**config.mk**
```make
export PLATFORM = sky130hd
export DESIGN_NAME = uart_tx_flat
export DESIGN_NICKNAME = d
export VERILOG_FILES = /design/src/rtl/uart_pkg.sv /design/src/rtl/uart_tx_if.sv /design/src/rtl/uart_tx.sv /design/src/flat_wrapper.sv
export SDC_FILE = /design/constraint.sdc
export NUM_CORES = 1
export LEC_CHECK = 0
export ABC_AREA = 1
export ABC_CLOCK_PERIOD_IN_PS = 2000
export BUFFER_PORTS_ARGS = -buffer_cell sky130_fd_sc_hd__buf_2
export CAP_MARGIN = 20
export CORE_MARGIN = 2
export CORE_UTILIZATION = 30
export CTS_CLUSTER_DIAMETER = 200
export DETAILED_ROUTE_END_ITERATION = 8
export PLACE_DENSITY = 0.54
export SYNTH_ARGS = -nofsm -noshare
export SYNTH_HDL_FRONTEND = slang
export SYNTH_SLANG_ARGS = --single-unit
```
**constraint.sdc**
```tcl
create_clock -name SCLK -period 2 [get_ports SCLK]
set_input_delay 0.1 -clock SCLK [delete_from_list [all_inputs] [get_ports SCLK]]
set_output_delay 0.1 -clock SCLK [all_outputs]
set_load 0.02 [all_outputs]
```
**src/rtl/uart_pkg.sv**
```systemverilog
// Shared UART encodings: frame modes common to TX and RX, TX state encoding,
// oversample and stop-length tick constants.
package uart_pkg;

  typedef enum logic [2:0] {
    D5P0 = 3'b000, D5P1 = 3'b001, D6P0 = 3'b010, D6P1 = 3'b011,
    D7P0 = 3'b100, D7P1 = 3'b101, D8P0 = 3'b110, D8P1 = 3'b111
  } umode_e;

  typedef enum logic [1:0] {
    STP_1B  = 2'b00,
    STP_15B = 2'b01,
    STP_2B  = 2'b10,
    STP_1BX = 2'b11
  } smode_e;

  typedef enum logic [2:0] {
    ST_IDLE, ST_START, ST_DATA, ST_PARITY, ST_STOP, ST_DONE
  } tx_state_e;

  localparam int unsigned OVS_TICKS     = 8;
  localparam int unsigned STOP_TICKS_1  = 8;
  localparam int unsigned STOP_TICKS_15 = 12;
  localparam int unsigned STOP_TICKS_2  = 16;

  localparam logic [3:0] BIT_TICK_TERM = 4'(OVS_TICKS - 1);

  // Tick-counter terminal value for the stop field.
  function automatic logic [3:0] stop_term_of(input logic [1:0] smode);
    case (smode)
      STP_15B: return 4'(STOP_TICKS_15 - 1);
      STP_2B:  return 4'(STOP_TICKS_2 - 1);
      default: return 4'(STOP_TICKS_1 - 1);
    endcase
  endfunction

  function automatic logic [7:0] data_mask(input logic [1:0] width_sel);
    return 8'hFF >> (2'd3 - width_sel);
  endfunction

endpackage

```
**src/rtl/uart_tx_if.sv**
```systemverilog
// Character handshake into the UART transmitter, with the frame mode that
// travels alongside each character.
interface uart_tx_if;
  logic       TX_VALID;
  logic       TX_READY;
  logic [7:0] TX_DATA;
  logic [2:0] UMODE;
  logic [1:0] SMODE;

  modport master (output TX_VALID, TX_DATA, UMODE, SMODE, input TX_READY);
  modport slave  (input TX_VALID, TX_DATA, UMODE, SMODE, output TX_READY);
endinterface

```
**src/rtl/uart_tx.sv**
```systemverilog
// UART transmitter: one 5-8 bit character per handshake, optional even parity, 1/1.5/2 stops.
// TX drops on the handshake edge; TX_READY is held low from handshake until the cycle after TX_DONE.
module uart_tx
  import uart_pkg::*;
(
  input  logic     SCLK,
  input  logic     SCLR_N,
  input  logic     BAUD_TICK,
  uart_tx_if.slave tx_if,
  output logic     TX,
  output logic     TX_BUSY,
  output logic     TX_DONE
);

  tx_state_e  state, state_nxt;
  logic [3:0] tick_cnt;
  logic [2:0] bit_idx;
  logic [7:0] shift;
  logic [2:0] last_bit;
  logic       par_en;
  logic       par_bit;
  logic [3:0] stop_term;
  logic       ready;
  logic       hs;
  logic       tick_in_bit;
  logic       bit_end;

  assign hs          = tx_if.TX_VALID && ready;
  assign tick_in_bit = BAUD_TICK && (state inside {ST_START, ST_DATA, ST_PARITY, ST_STOP});
  assign bit_end     = tick_in_bit &&
                       (tick_cnt == ((state == ST_STOP) ? stop_term : BIT_TICK_TERM));
  assign tx_if.TX_READY = ready;

  always_ff @(posedge SCLK or negedge SCLR_N) begin
    if (!SCLR_N) state <= ST_IDLE;
    else         state <= state_nxt;
  end

  always_comb begin
    state_nxt = state;
    case (state)
      ST_IDLE:   if (hs) state_nxt = ST_START;
      ST_START:  if (bit_end) state_nxt = ST_DATA;
      ST_DATA:   if (bit_end && bit_idx == last_bit)
                   state_nxt = par_en ? ST_PARITY : ST_STOP;
      ST_PARITY: if (bit_end) state_nxt = ST_STOP;
      ST_STOP:   if (bit_end) state_nxt = ST_DONE;
      ST_DONE:   state_nxt = ST_IDLE;
      default:   state_nxt = ST_IDLE;
    endcase
  end

  // Frame parameters are captured at the handshake so later input changes
  // cannot disturb the frame in flight; parity is precomputed from the masked data.
  always_ff @(posedge SCLK or negedge SCLR_N) begin
    if (!SCLR_N) begin
      tick_cnt  <= '0;
      bit_idx   <= '0;
      shift     <= '0;
      last_bit  <= '0;
      par_en    <= 1'b0;
      par_bit   <= 1'b0;
      stop_term <= '0;
    end else if (hs) begin
      tick_cnt  <= '0;
      bit_idx   <= '0;
      shift     <= tx_if.TX_DATA;
      last_bit  <= {1'b1, tx_if.UMODE[2:1]};
      par_en    <= tx_if.UMODE[0];
      par_bit   <= ^(tx_if.TX_DATA & data_mask(tx_if.UMODE[2:1]));
      stop_term <= stop_term_of(tx_if.SMODE);
    end else if (bit_end) begin
      tick_cnt <= '0;
      if (state == ST_DATA) begin
        shift   <= {1'b0, shift[7:1]};
        bit_idx <= (bit_idx == last_bit) ? 3'd0 : bit_idx + 3'd1;
      end
    end else if (tick_in_bit) begin
      tick_cnt <= tick_cnt + 4'd1;
    end
  end

  always_comb begin
    TX      = 1'b1;
    TX_BUSY = 1'b1;
    TX_DONE = 1'b0;
    ready   = 1'b0;
    case (state)
      ST_IDLE: begin
        TX_BUSY = 1'b0;
        ready   = 1'b1;
      end
      ST_START:  TX = 1'b0;
      ST_DATA:   TX = shift[0];
      ST_PARITY: TX = par_bit;
      ST_DONE:   TX_DONE = 1'b1;
      default:   TX = 1'b1;
    endcase
  end

endmodule
```
**src/flat_wrapper.sv**
```systemverilog
// flat-port wrapper written by rule: the top's interface ports become plain ports
module uart_tx_flat import uart_pkg::*;
  (SCLK, SCLR_N, BAUD_TICK, TX, TX_BUSY, TX_DONE, tx_if_TX_VALID, tx_if_TX_DATA, tx_if_UMODE, tx_if_SMODE, tx_if_TX_READY);
  uart_tx_if tx_if_i ();
  input  logic SCLK;
  input  logic SCLR_N;
  input  logic BAUD_TICK;
  output logic TX;
  output logic TX_BUSY;
  output logic TX_DONE;
  input wire logic [$bits(tx_if_i.TX_VALID)-1:0] tx_if_TX_VALID;
  input wire logic [$bits(tx_if_i.TX_DATA)-1:0] tx_if_TX_DATA;
  input wire logic [$bits(tx_if_i.UMODE)-1:0] tx_if_UMODE;
  input wire logic [$bits(tx_if_i.SMODE)-1:0] tx_if_SMODE;
  output wire logic [$bits(tx_if_i.TX_READY)-1:0] tx_if_TX_READY;
  assign tx_if_i.TX_VALID = tx_if_TX_VALID;
  assign tx_if_i.TX_DATA = tx_if_TX_DATA;
  assign tx_if_i.UMODE = tx_if_UMODE;
  assign tx_if_i.SMODE = tx_if_SMODE;
  assign tx_if_TX_READY = tx_if_i.TX_READY;
  uart_tx u_core (.SCLK(SCLK), .SCLR_N(SCLR_N), .BAUD_TICK(BAUD_TICK), .tx_if(tx_if_i), .TX(TX), .TX_BUSY(TX_BUSY), .TX_DONE(TX_DONE));
endmodule
```
Word-level counts from Yosys, hierarchy flattened
Index checks and enable logic that the tools add are counted.

word-level totals
  register bits = 27
  logic and storage cells = 62
  output and inout port bits = 4

cells by class
  reductions and logical operators = 12
  shift-type cells = 1
  add/sub/neg operators = 3
  muxes and demuxes = 23
  equal/unequal tests = 14
  bitwise gates (word level) = 1

operators by type and width
  operator                                                count
  two-way mux 3 bit                                       10
  two-way mux 8 bit                                       3
  two-way mux 4 bit                                       4
  one-hot mux 3 bit (5 select lines)                      1
  bitwise AND 8 bit                                       1
  inequality test 2 x 1 -> 1 bit (second input constant)  4
  one-hot mux 4 bit (2 select lines)                      1
  parity 8 bit                                            1
  >> shifter 8 x 2 -> 8 bit (first input constant)        1
  equality test 3 x 2 -> 1 bit (second input constant)    2
  equality test 3 bit (second input constant)             2
  AND reduction 5 bit                                     1
  adder 4 x 1 -> 4 bit (second input constant)            1
  equality test 4 bit                                     1
  logical AND 1 bit                                       4
  nonzero test 2 bit                                      2
  nonzero test 4 bit                                      1
  adder 3 x 1 -> 3 bit (second input constant)            1
  equality test 3 x 1 -> 1 bit (second input constant)    1
  equality test 3 bit                                     1
  logical NOT 3 bit                                       1
  two-way mux 1 bit                                       3
  one-hot mux 1 bit (3 select lines)                      1
  nonzero test 3 bit                                      1
  5 further kinds                                         5

Logic depth before layout (Yosys ltp)
  depth after elaboration = 7
  depth in mapped cells = 12

Worst setup path after synthesis
Ideal clock, no wire load.

  path type = reg-to-reg
  from = register u_core.state[0]
  to = register u_core.bit_idx[1]
  library setup time = 0.117 ns
  path slack = 0.437 ns
  period minus slack after synthesis = 1.563 ns
  data arrival time = 1.446 ns
  cell stages (with the launch flop) = 11
  required time = 1.883 ns
  path through = dfrtp_1 buf_6 nor2_8 nand2_8 inv_1 nand2_4 buf_2 nand2_1 inv_1 nand3_1 nand2_1

between the ends
  elaborated cells between the ends (all ways) = 16
  those cells by class = eq/ne: 5; mux: 3; reduce/logical: 8

RTL lines
  what                                  RTL line            text
  start: declaration                    uart_tx.sv:15       tx_state_e state, state_nxt;
  start signal: assignment              uart_tx.sv:36       else state <= state_nxt;
  logical NOT 3 bit (*)                 uart_tx.sv:88       case (state)
  two-way mux 1 bit (*)                 uart_tx.sv:88
  named net tx_if_TX_READY              flat_wrapper.sv:15  output wire logic [$bits(tx_if_i.TX_READY)-1:0] tx_if_TX_READY;
  logical AND 1 bit (*)                 uart_tx.sv:28       assign hs = tx_if.TX_VALID && ready;
  nonzero test 2 bit (no source line)   -
  AND reduction 2 bit (no source line)  -
  end signal: assignment                uart_tx.sv:76       bit_idx <= (bit_idx == last_bit) ? 3'd0 : bit_idx + 3'd1;
  end: declaration                      uart_tx.sv:17       logic [2:0] bit_idx;

The timed path passes the listed nets; every way through them passes the cells marked *.
A chain may end at the register's enable or synchronous reset.

Worst setup path after layout
  from = register u_core.state[0]
  to = register u_core.shift[1]

between the ends
  word-level cells in the longest chain between the ends = 6
  elaborated cells between the ends (all ways) = 16
  those cells by class = eq/ne: 5; mux: 3; reduce/logical: 8

RTL lines
  what                                                             RTL line                      text
  equality test 3 bit (tied with other cells)                      uart_tx.sv:29, uart_tx.sv:31
  two-way mux 4 bit / nonzero test 4 bit (equally long branches)   uart_tx.sv:31, uart_tx.sv:29
  equality test 4 bit / logical AND 1 bit (equally long branches)  uart_tx.sv:31, uart_tx.sv:29
  logical AND 1 bit                                                uart_tx.sv:30                 assign bit_end = tick_in_bit &&
  nonzero test 2 bit (no source line)                              -
  AND reduction 2 bit (no source line)                             -
  end signal: assignment                                           uart_tx.sv:67                 shift <= tx_if.TX_DATA;
  end signal: assignment                                           uart_tx.sv:75                 shift <= {1'b0, shift[7:1]};
  end: declaration                                                 uart_tx.sv:18                 logic [7:0] shift;

Parallel ways exist; a longest one is shown, timed or not.

==> summary.md <==
| Metric | Value |
|---|---|
| Die width | `75.9 µm` |
| Crit path kind | `reg2reg` |
| Cell depth of the worst setup path | `9` |
| Final Hold Fails | `0` |
| P_int | `1280 µW` |
| Cts hold-fix bufs | `1` |
| Detailed Routing Iterations Pass 1 | `4` |
| Seq/Total Area, Yosys | `0.404` |
| Largest area contributor in the netlist | `dfrtp_1` |
| Skew-Pair Late Insertion Delay | `270 ps` |
| VDD IR-drop max | `0.476 mV` |
| Final Max Tran Viols | `0` |
| Final setup violation count | `0` |
| Top Family by Delay on Critical Path | `simple AND/OR/NAND/NOR gates` |
| Vias/cell | `4.36` |
| Crit-path max FO | `23` |
| Root Buffer | `clkbuf_8` |
| Sw frac | `0.455` |
| Setup crit start | `u_core.state[0]` |
| Post-DP HPWL | `2.29 mm` |
| Clk sinks | `25` |
| FF-to-FF Start | `u_core.state[0]` |
| Worst path max stage delay | `520 ps` |
| Max Root-Sink Buffers | `2` |
| R2R depth | `9` |
| Vias in the first global route | `1165` |
| Tmin final | `1810 ps` |
| Initial Util | `0.307` |
| Most common cell after layout, fill and taps aside | `nand2_1` |
| Net Sw Power | `1070 µW` |
| Multi-input gate area | `800 µm²` |
| Unrepaired setup endpoints after global routing | `false` |
| Total grt overflow | `0` |
| Hold path start | `tx_if_UMODE[0]` |
| Clock Skew | `2.92 ps` |
| Setup TNS | `0 ps` |
| Most frequent cells in the layout | `84 x nand2_1, 25 x dfrtp_1, 20 x buf_2` |
| Comb pwr share | `0.483` |
| Crit path DAT | `2030 ps` |
| Leakage | `0.000925 µW` |
| Synthesized area per cell | `7.52 µm²` |
| Clock share of power | `0.129` |
| CTS HTree Levels | `1` |
| DRC Markers | `0` |
| Worst-Margin Slew | `565 ps` |
| Total setup buffers inserted after CTS | `0` |
| Fmax | `552 MHz` |
| Power Density | `1340 mW/mm²` |
| # fillers | `559` |
| Hold depth | `3` |
| Slowest CP cell | `dfrtp_1` |
| Run status | `complete, no violations` |
| Largest net degree at the start of global routing | `26` |
| Most common cell on crit path | `nand2_1` |
| WP buf/inv | `2` |
| Synthesized area | `0.00155 mm²` |
| Hold Crit Class | `in2reg` |
| Sequential Power Share | `0.387` |
| PostCTS Resize Cnt | `0` |
| Port buffer count | `20` |
| DIE AREA | `0.00575 mm²` |
| Rows | `26` |
| Top cell type's share of synthesized area | `0.404` |
| Die H | `75.9 µm` |
| Synth top area cells | `dfrtp_1 40%, nand2_1 20%, inv_1 4.6%` |
| Vias | `1292` |
| Share of cells above drive strength 1 | `0.173` |
| Initial antenna violation count | `0` |
| Sequential cell area | `626 µm²` |
| Synth Warn # | `0` |
| Final ANT Viol Nets | `0` |
| Crit start category | `flop` |
| Netlist cell types | `29` |
| Routability-driven placement congestion ratio | `0.796` |
| Required time at the worst-slack endpoint | `2220 ps` |
| Max cap viols | `0` |
| Pwr Total | `2350 µW` |
| GRT Total Usage | `0.118` |
| Post-Syn Instances | `206` |
| CTS clk-pin slew, worst paths | `90 ps` |
| Normalized max-slew margin | `0.623` |
| Final critical-path share of the clock period | `0.905` |
| Final nets | `247` |
| Hold WS | `47.5 ps` |
| Flops & latches, synth | `25` |
| Drt total wl | `3.06 mm` |
| P&R area growth vs syn | `13.3%` |
| Crit end category | `flop` |
| CTS tree | `done` |
| Core footprint | `0.00504 mm²` |
| CTS buffer count | `3` |
| N_diodes | `0` |
| WL/cell | `10.3 µm` |
| IO Pins | `21` |
| Crit-path cells | `nor2_8 > nand2_8 > inv_1 > nand2_4 > inv_1 > nand2_1 > nand2_1 > nand2_1 > nand2_1` |
| First-pass GRT wire length | `5.11 mm` |
| Initial drt markers | `80` |
| Net count of the mapped netlist | `226` |
## layer usage
metal | track usage | share of wire | up-vias
met5 | 0 | 0 | -
met4 | 0.0234 | 0.0062 | 0
met3 | 0.0317 | 0.031 | 2
met2 | 0.202 | 0.45 | 20
met1 | 0.148 | 0.51 | 586
li1 | - | - | 684
## final cells by class
class / count / area share
timing repair buffer: 22 / 0.0670
clock buffer: 3 / 0.0235
sequential: 25 / 0.356
inverter: 21 / 0.0449
tap: 70 / 0.0499
clock inverter: 1 / 0.00285
multi-input combinational: 154 / 0.455
## state kept, by name, summed over array words and instances, names as in the netlist
signal / count
u_core.bit_idx: 3
u_core.shift: 8
u_core.par_bit: 1
u_core.par_en: 1
u_core.last_bit: 2
u_core.tick_cnt: 4
u_core.stop_term: 3
u_core.state: 3
## synth_stat cells
cell and instances:
buf_2 3, ha_1 3, o2111ai_1 1, dfrtp_1 25
o21ai_0 11, xor2_1 5, inv_1 19, nor2_2 2
nor2_4 2, o21ai_1 1, nand2_4 2, a22o_1 1
nor2_8 1, nor2_1 8, nand2_2 3, nand2_1 84
xnor2_1 6, nand3_1 14, inv_2 2, a21oi_1 1
buf_6 2, buf_4 1, or2_2 1, nand4_1 3
o31ai_1 1, nand3b_1 1, nand2_8 1, nor3_1 1
o22ai_1 1
## per-stage QoR
step | std cells | worst slack (ps) | area, µm² | utilization
floorplan | 206 | 437 | 1550 | -
global placement | 291 | 208 | 1700 | 0.337
detailed placement | 291 | 208 | 1700 | 0.337
CTS | 296 | 180 | 1760 | 0.348
global route | 296 | 17.5 | 1760 | 0.348
finish | 296 | 190 | 1760 | 0.348
## path summary, 6_finish.rpt
| kind | slack [ps] | to |
|---|---|---|
| max | 190 | u_core.shift[1] |
| min | 50 | u_core.par_en |
| max reg2reg | 190 | u_core.shift[1] |
| min reg2reg | 480 | u_core.shift[5] |
| max in group asynchronous | 1270 | u_core.state[0] |
| min in group asynchronous | 350 | u_core.stop_term[2] |
## power by group through the flow
stage          sequential [µW]  combinational (µW)  clock, µW
6_report                   911                1140        304
5_1_grt                    936                1300        333
4_1_cts                    909                1160        321
3_5_place_dp               918                1150          0
3_3_place_gp               921                1150          0
2_1_floorplan              852                 989          0
## worst reg2reg max path, cell delays in order (launching register included)
cell,delay (ps)
dfrtp_1,520
nor2_8,240
nand2_8,70
inv_1,100
nand2_4,170
inv_1,350
nand2_1,110
nand2_1,70
nand2_1,50
nand2_1,60
## logic make-up (layout without fill, tap and decap cells)
kind of cell,count (synthesis),in the layout,share of synthesized area
simple gates,123,123,0.368
buf+inv,27,47,0.0800
flops,25,25,0.404
compound gates,17,17,0.0622
xor+xnor,11,11,0.0622
fa+ha+maj,3,3,0.0242
No activity file was read; power rests on OpenSTA's default activity.
